### src/rtl/s386_stim_driver.sv
// BIST stimulus driver for the s386 controller: LFSR pattern source, MISR response compactor, golden compare.
// Optional build macro STIM_ABORT_EN adds an abort input that ends a run early with pass forced low.
module s386_stim_driver #(
    parameter int unsigned NUM_PATTERNS = 256,
    parameter int unsigned FLUSH_CYC    = 8,
    parameter logic [6:0]  SEED         = 7'h01
) (
    input  logic        CK,
    input  logic        RESETN,
    input  logic        start,
    input  logic [15:0] golden,
    input  logic [6:0]  resp,
`ifdef STIM_ABORT_EN
    input  logic        abort,
`endif
    output logic [6:0]  pi,
    output logic        busy,
    output logic        done,
    output logic        pass,
    output logic [15:0] signature,
    output logic [15:0] count
);

    localparam logic [6:0]  SEED_EFF   = (SEED == 7'h00) ? 7'h01 : SEED;
    localparam logic [15:0] NUM_P      = 16'(NUM_PATTERNS);
    localparam logic [7:0]  FLUSH_LAST = 8'(FLUSH_CYC - 1);

    typedef enum logic [2:0] {
        S_IDLE  = 3'd0,
        S_FLUSH = 3'd1,
        S_RUN   = 3'd2,
        S_DRAIN = 3'd3,
        S_DONE  = 3'd4
    } state_t;

    function automatic logic [6:0] lfsr_step(input logic [6:0] q);
        lfsr_step = {q[5:0], q[6] ^ q[5]};
    endfunction

    function automatic logic [15:0] misr_step(input logic [15:0] s, input logic [6:0] r);
        misr_step = {s[14:0], 1'b0} ^ (s[15] ? 16'h1021 : 16'h0000) ^ {9'b0_0000_0000, r};
    endfunction

    state_t      r_state;
    logic [6:0]  r_lfsr;
    logic [7:0]  r_flush_cnt;
    logic [6:0]  r_pi;
    logic        r_busy;
    logic        r_done;
    logic        r_pass;
    logic [15:0] r_sig;
    logic [15:0] r_count;
    logic [6:0]  r_resp_q;
    logic        r_valid_q;
    logic [15:0] w_sig_next;
    logic        w_abort;

    // Next MISR value from the registered response, and the abort qualifier.
    always_comb begin
        w_sig_next = misr_step(r_sig, r_resp_q);
`ifdef STIM_ABORT_EN
        w_abort = abort && ((r_state == S_FLUSH) || (r_state == S_RUN) || (r_state == S_DRAIN));
`else
        w_abort = 1'b0;
`endif
    end

    // Response capture: one-cycle register plus a delayed RUN flag marking valid responses.
    always_ff @(posedge CK or negedge RESETN) begin
        if (!RESETN) begin
            r_resp_q  <= 7'h00;
            r_valid_q <= 1'b0;
        end else begin
            r_resp_q  <= resp;
            r_valid_q <= (r_state == S_RUN);
        end
    end

    // Run sequencer with registered stimulus, status, count and signature.
    always_ff @(posedge CK or negedge RESETN) begin
        if (!RESETN) begin
            r_state     <= S_IDLE;
            r_lfsr      <= SEED_EFF;
            r_flush_cnt <= 8'h00;
            r_pi        <= 7'h00;
            r_busy      <= 1'b0;
            r_done      <= 1'b0;
            r_pass      <= 1'b0;
            r_sig       <= 16'h0000;
            r_count     <= 16'h0000;
        end else if (w_abort) begin
            // Signature and count are left frozen at their current values.
            r_state <= S_DONE;
            r_pi    <= 7'h00;
            r_busy  <= 1'b0;
            r_done  <= 1'b1;
            r_pass  <= 1'b0;
        end else begin
            case (r_state)
                S_IDLE: begin
                    r_pi   <= 7'h00;
                    r_done <= 1'b0;
                    if (start) begin
                        r_state     <= S_FLUSH;
                        r_busy      <= 1'b1;
                        r_sig       <= 16'h0000;
                        r_count     <= 16'h0000;
                        r_pass      <= 1'b0;
                        r_lfsr      <= SEED_EFF;
                        r_flush_cnt <= 8'h00;
                    end
                end
                S_FLUSH: begin
                    if (r_flush_cnt == FLUSH_LAST) begin
                        r_state <= S_RUN;
                        r_pi    <= r_lfsr;
                        r_lfsr  <= lfsr_step(r_lfsr);
                        r_count <= r_count + 16'h0001;
                    end else begin
                        r_flush_cnt <= r_flush_cnt + 8'h01;
                    end
                end
                S_RUN: begin
                    if (r_valid_q) begin
                        r_sig <= w_sig_next;
                    end
                    if (r_count == NUM_P) begin
                        r_state <= S_DRAIN;
                        r_pi    <= 7'h00;
                    end else begin
                        r_pi    <= r_lfsr;
                        r_lfsr  <= lfsr_step(r_lfsr);
                        r_count <= r_count + 16'h0001;
                    end
                end
                S_DRAIN: begin
                    // The last RUN response is always pending here.
                    r_sig   <= w_sig_next;
                    r_pass  <= (w_sig_next == golden);
                    r_state <= S_DONE;
                    r_busy  <= 1'b0;
                    r_done  <= 1'b1;
                end
                S_DONE: begin
                    r_done  <= 1'b0;
                    r_state <= S_IDLE;
                end
                default: begin
                    r_state <= S_IDLE;
                    r_pi    <= 7'h00;
                    r_busy  <= 1'b0;
                    r_done  <= 1'b0;
                end
            endcase
        end
    end

    assign pi        = r_pi;
    assign busy      = r_busy;
    assign done      = r_done;
    assign pass      = r_pass;
    assign signature = r_sig;
    assign count     = r_count;

endmodule

### config.mk
export PLATFORM = sky130hd
export DESIGN_NAME = s386_stim_driver
export DESIGN_NICKNAME = d
export VERILOG_FILES = /design/src/rtl/s386_stim_driver.sv
export SDC_FILE = /design/constraint.sdc
export NUM_CORES = 1
export LEC_CHECK = 0
export BUFFER_PORTS_ARGS = -buffer_cell sky130_fd_sc_hd__buf_2
export CORE_MARGIN = 4
export CORE_UTILIZATION = 48
export DETAILED_ROUTE_END_ITERATION = 7
export HOLD_SLACK_MARGIN = 0.06
export PLACE_DENSITY = 0.69
export SETUP_SLACK_MARGIN = 0.3
export SYNTH_ARGS = -nofsm -noshare
export SYNTH_HDL_FRONTEND = slang
export SYNTH_SLANG_ARGS = --single-unit
### constraint.sdc
create_clock -name CK -period 5.5 [get_ports CK]
set_input_delay 0.825 -clock CK [delete_from_list [all_inputs] [get_ports CK]]
set_output_delay 0.825 -clock CK [all_outputs]
set_load 0.02 [all_outputs]
==> flow_summary_export.csv <==
group,metric,value,unit
run_status,status,"complete, no violations",
grt,grt_pass1_vias,2525,
sta,fin_skew,13.17,ps
route,vias,2568,
synth,synthFlopType,"dfrtp_1",
clock_network,cts_buffer_depth,2,
floorplan,die-area,8361,um^2
grt,grt_pass1_wl,12.25,mm
finish,drive_gt1_share,26.33,%
critical_path,worstSetupPathType,"flip-flop to flip-flop",
synth,synth_mux_area_share,0.6739,%
route,drtAntennaViolNets,0,
critical_path,cp_max_fo,20,
finish,nets,419,
critical_path,start_kind,"flip-flop",
sta,fin_ws,3116,ps
route,postRouteWirelength,7.111,mm
power_and_ir_drop,powerDensity,382.3,nW/um^2
sta,fin_tns_setup,0,ps
critical_path,critPathArrivalTime,2650,ps
sta,maxSlewViolCount,0,
grt,grt_max_degree,69,
synth,yosys.area_share.adder,1.123,%
critical_path,critical_path.slowest_cell,"dfrtp_1",
synth,synth-simple-area-share,18.16,%
clock_network,htreeDepth,3,
synth,synth_top_family_by_area,"simple AND/OR/NAND/NOR gates",
power_and_ir_drop,power_leakage,1.867,nW
critical_path,crit_buf_inv,0,
floorplan,core,6794,um^2
synth,syn_avg_cell_area,10.35,um^2
sta,slew_headroom,37.73,%
sta,period_minus_slack,2384,ps
synth,synth_xor_area_share,11.01,%
clock_network,path_clk_slew,80,ps
route,first_pass_iters,4,
finish,fin_cells,491,
floorplan,ios,68,
synth,synthCells,323,
grt,grt_use_met3,4.308,%
power_and_ir_drop,p_total,1.500,mW
critical_path,crit_path_cell_trace,"or4b_4 -> o21ai_0 -> a22oi_1 -> or3_1 -> a21oi_1",
grt,overflow,0,
critical_path,r2r_slack,3120,ps
synth,yosysUniqueCellTypes,52,
finish,postLayoutCoreUtil,57.75,%
critical_path,cp_top_family,"simple AND/OR/NAND/NOR gates",
sta,setup_viol,0,
clock_network,postCtsSetupBuffers,0,
clock_network,root_buffer,"clkbuf_8",
synth,syn-num-nets,352,
synth,synth_compound_area_share,14.23,%
placement,preCtsSetupSlack,3089,ps
sta,hold_viol,0,
min_path,holdCritPathClass,"flip-flop to flip-flop",
sta,rsz0062_at_grt,"false",
finish,area_growth,17.41,%
sta,worst_slew_pin_slew,933.1,ps
floorplan,die_h,91.44,um
synth,yosysSeqAreaShare,50.95,%
synth,async_reset_ff_share,100.0,%
synth,synth_edf_count,0,
critical_path,r2r.worst_path.cells,5,
route,drt_iter0_drc,129,
placement,hpwl,4.925,mm
grt,grt-busiest-layer,"met2",
grt,antenna_found_initial,0,
finish,design_area,3924,um^2
clock_network,cts_tree,"done",
sta,whs,501.3,ps
placement,io_buffer_count,67,
synth,yosys_warnings,0,
critical_path,cp_num_cells,5,
placement,place_inst,475,
placement,postPlaceCellArea,3731,um^2
critical_path,cpPeakStageDelay,670,ps
clock_network,clk_latency,350,ps
clock_network,cts_resized,0,
synth,synth_area,3342,um^2
sta,fmax,419.4,MHz
floorplan,rows,30,
clock_network,cts_buffers,9,
floorplan,start_util,49.19,%
floorplan,chipWidth,91.44,um
grt,met1_usage,24.87,%
grt,grtUsageMet2,27.75,%
job,drv_cap,0,
route,wl_per_cell,14.48,um
critical_path,worstPathRequired,5770,ps
finish,antennaDiodeCount,0,
sta,post-route-period-util,43.35,%
grt,groute.usage.overall,18.36,%
placement,place_congestion,0.8126,
power_and_ir_drop,peakVddDrop,0.2140,mV
critical_path,endpoint_kind,"flip-flop",
clock_network,holdBufCountCts,0,
min_path,holdPathStages,1,
synth,ys_seq_elements,68,
clock_network,clkSinkCount,68,
route,post_drt_via_cell_ratio,5.230,
route,drc,0,
-- cell usage after synthesis (2+ instances only) --
cell       n  area (um^2)
dfrtp_1   67         1677
nor2_1    32        120.1
nand2_1   24        90.09
xnor2_1   24        210.2
o21ai_0   20        100.1
xor2_1    18        157.7
a21oi_1   17        85.08
inv_1     14        52.55
a22o_1    11        96.34
nand4_1   10        62.56
nor4_1     8        50.05
a22o_2     6        60.06
clkbuf_1   6        22.52
nor3_1     6        30.03
nand3_1    5        25.02
and3_1     4        25.02
nor4b_1    4        35.03
ha_1       3        37.54
nand2b_1   3        18.77
nor2b_1    3        18.77
a211oi_2   2        25.02
buf_2      2        10.01
buf_6      2        22.52
mux2_2     2        22.52
o21a_1     2        15.01
or3_1      2        12.51
-- area by class of cell --
cell class                 count  area, um^2
clock buffer                  10       127.6
tap                           96       120.1
fill                         594        2870
clock inverter                 6       65.06
timing repair buffer          68       342.8
multi-input combinational    229        1513
inverter                      14       52.55
sequential                    68        1703
-- routing by layer --
metal	vias to the layer above	share of wire [%]
li1	1271	-
met1	1216	46
met2	70	47
met3	11	5.4
met4	0	1.7
met5	-	0
-- path summary, 6_finish.rpt --
path / start / end
min in group asynchronous: RESETN / count[12]
setup / recovery: r_state[0] / count[3]
setup reg to reg: r_state[0] / count[3]
hold / removal: pi[2] / pi[2]
max in group asynchronous: RESETN / r_flush_cnt[5]
hold reg to reg: pi[2] / pi[2]
-- cells by family (layout without fill, tap and decap cells) --
group	after synthesis	count (layout)
and+or+nand+nor	113	113
AOI/OAI and AO/OA	69	69
DFF	68	68
xor gates and xnor gates	42	42
buffers and inverters	26	98
adders and majority gates	3	3
muxes	2	2
-- power by group --
group | switching [mW] | total, mW | internal (mW)
Combinational | 0.270 | 0.438 | 0.167
Sequential | 0.0880 | 0.658 | 0.570
Clock | 0.194 | 0.404 | 0.209
Total | 0.553 | 1.50 | 0.947
-- cells in the final DEF (no fill, tap or decap), types with 8 or more instances in the layout --
master / Yosys / final
dfrtp_1: 67 / 67
buf_2: 2 / 67
nor2_1: 32 / 31
nand2_1: 24 / 24
xnor2_1: 24 / 24
o21ai_0: 20 / 20
xor2_1: 18 / 18
a21oi_1: 17 / 17
inv_1: 14 / 14
a22o_1: 11 / 11
nand4_1: 10 / 10
clkbuf_8: 1 / 9
nor4_1: 8 / 8
-- flip-flops by register name, indices dropped and copies added (netlist names), 3 cells and up --
signal	count
r_lfsr	7
r_resp_q	7
pi	7
signature	16
r_state	3
r_flush_cnt	8
count	16
Note: power is estimated with default switching activity, not from simulation.
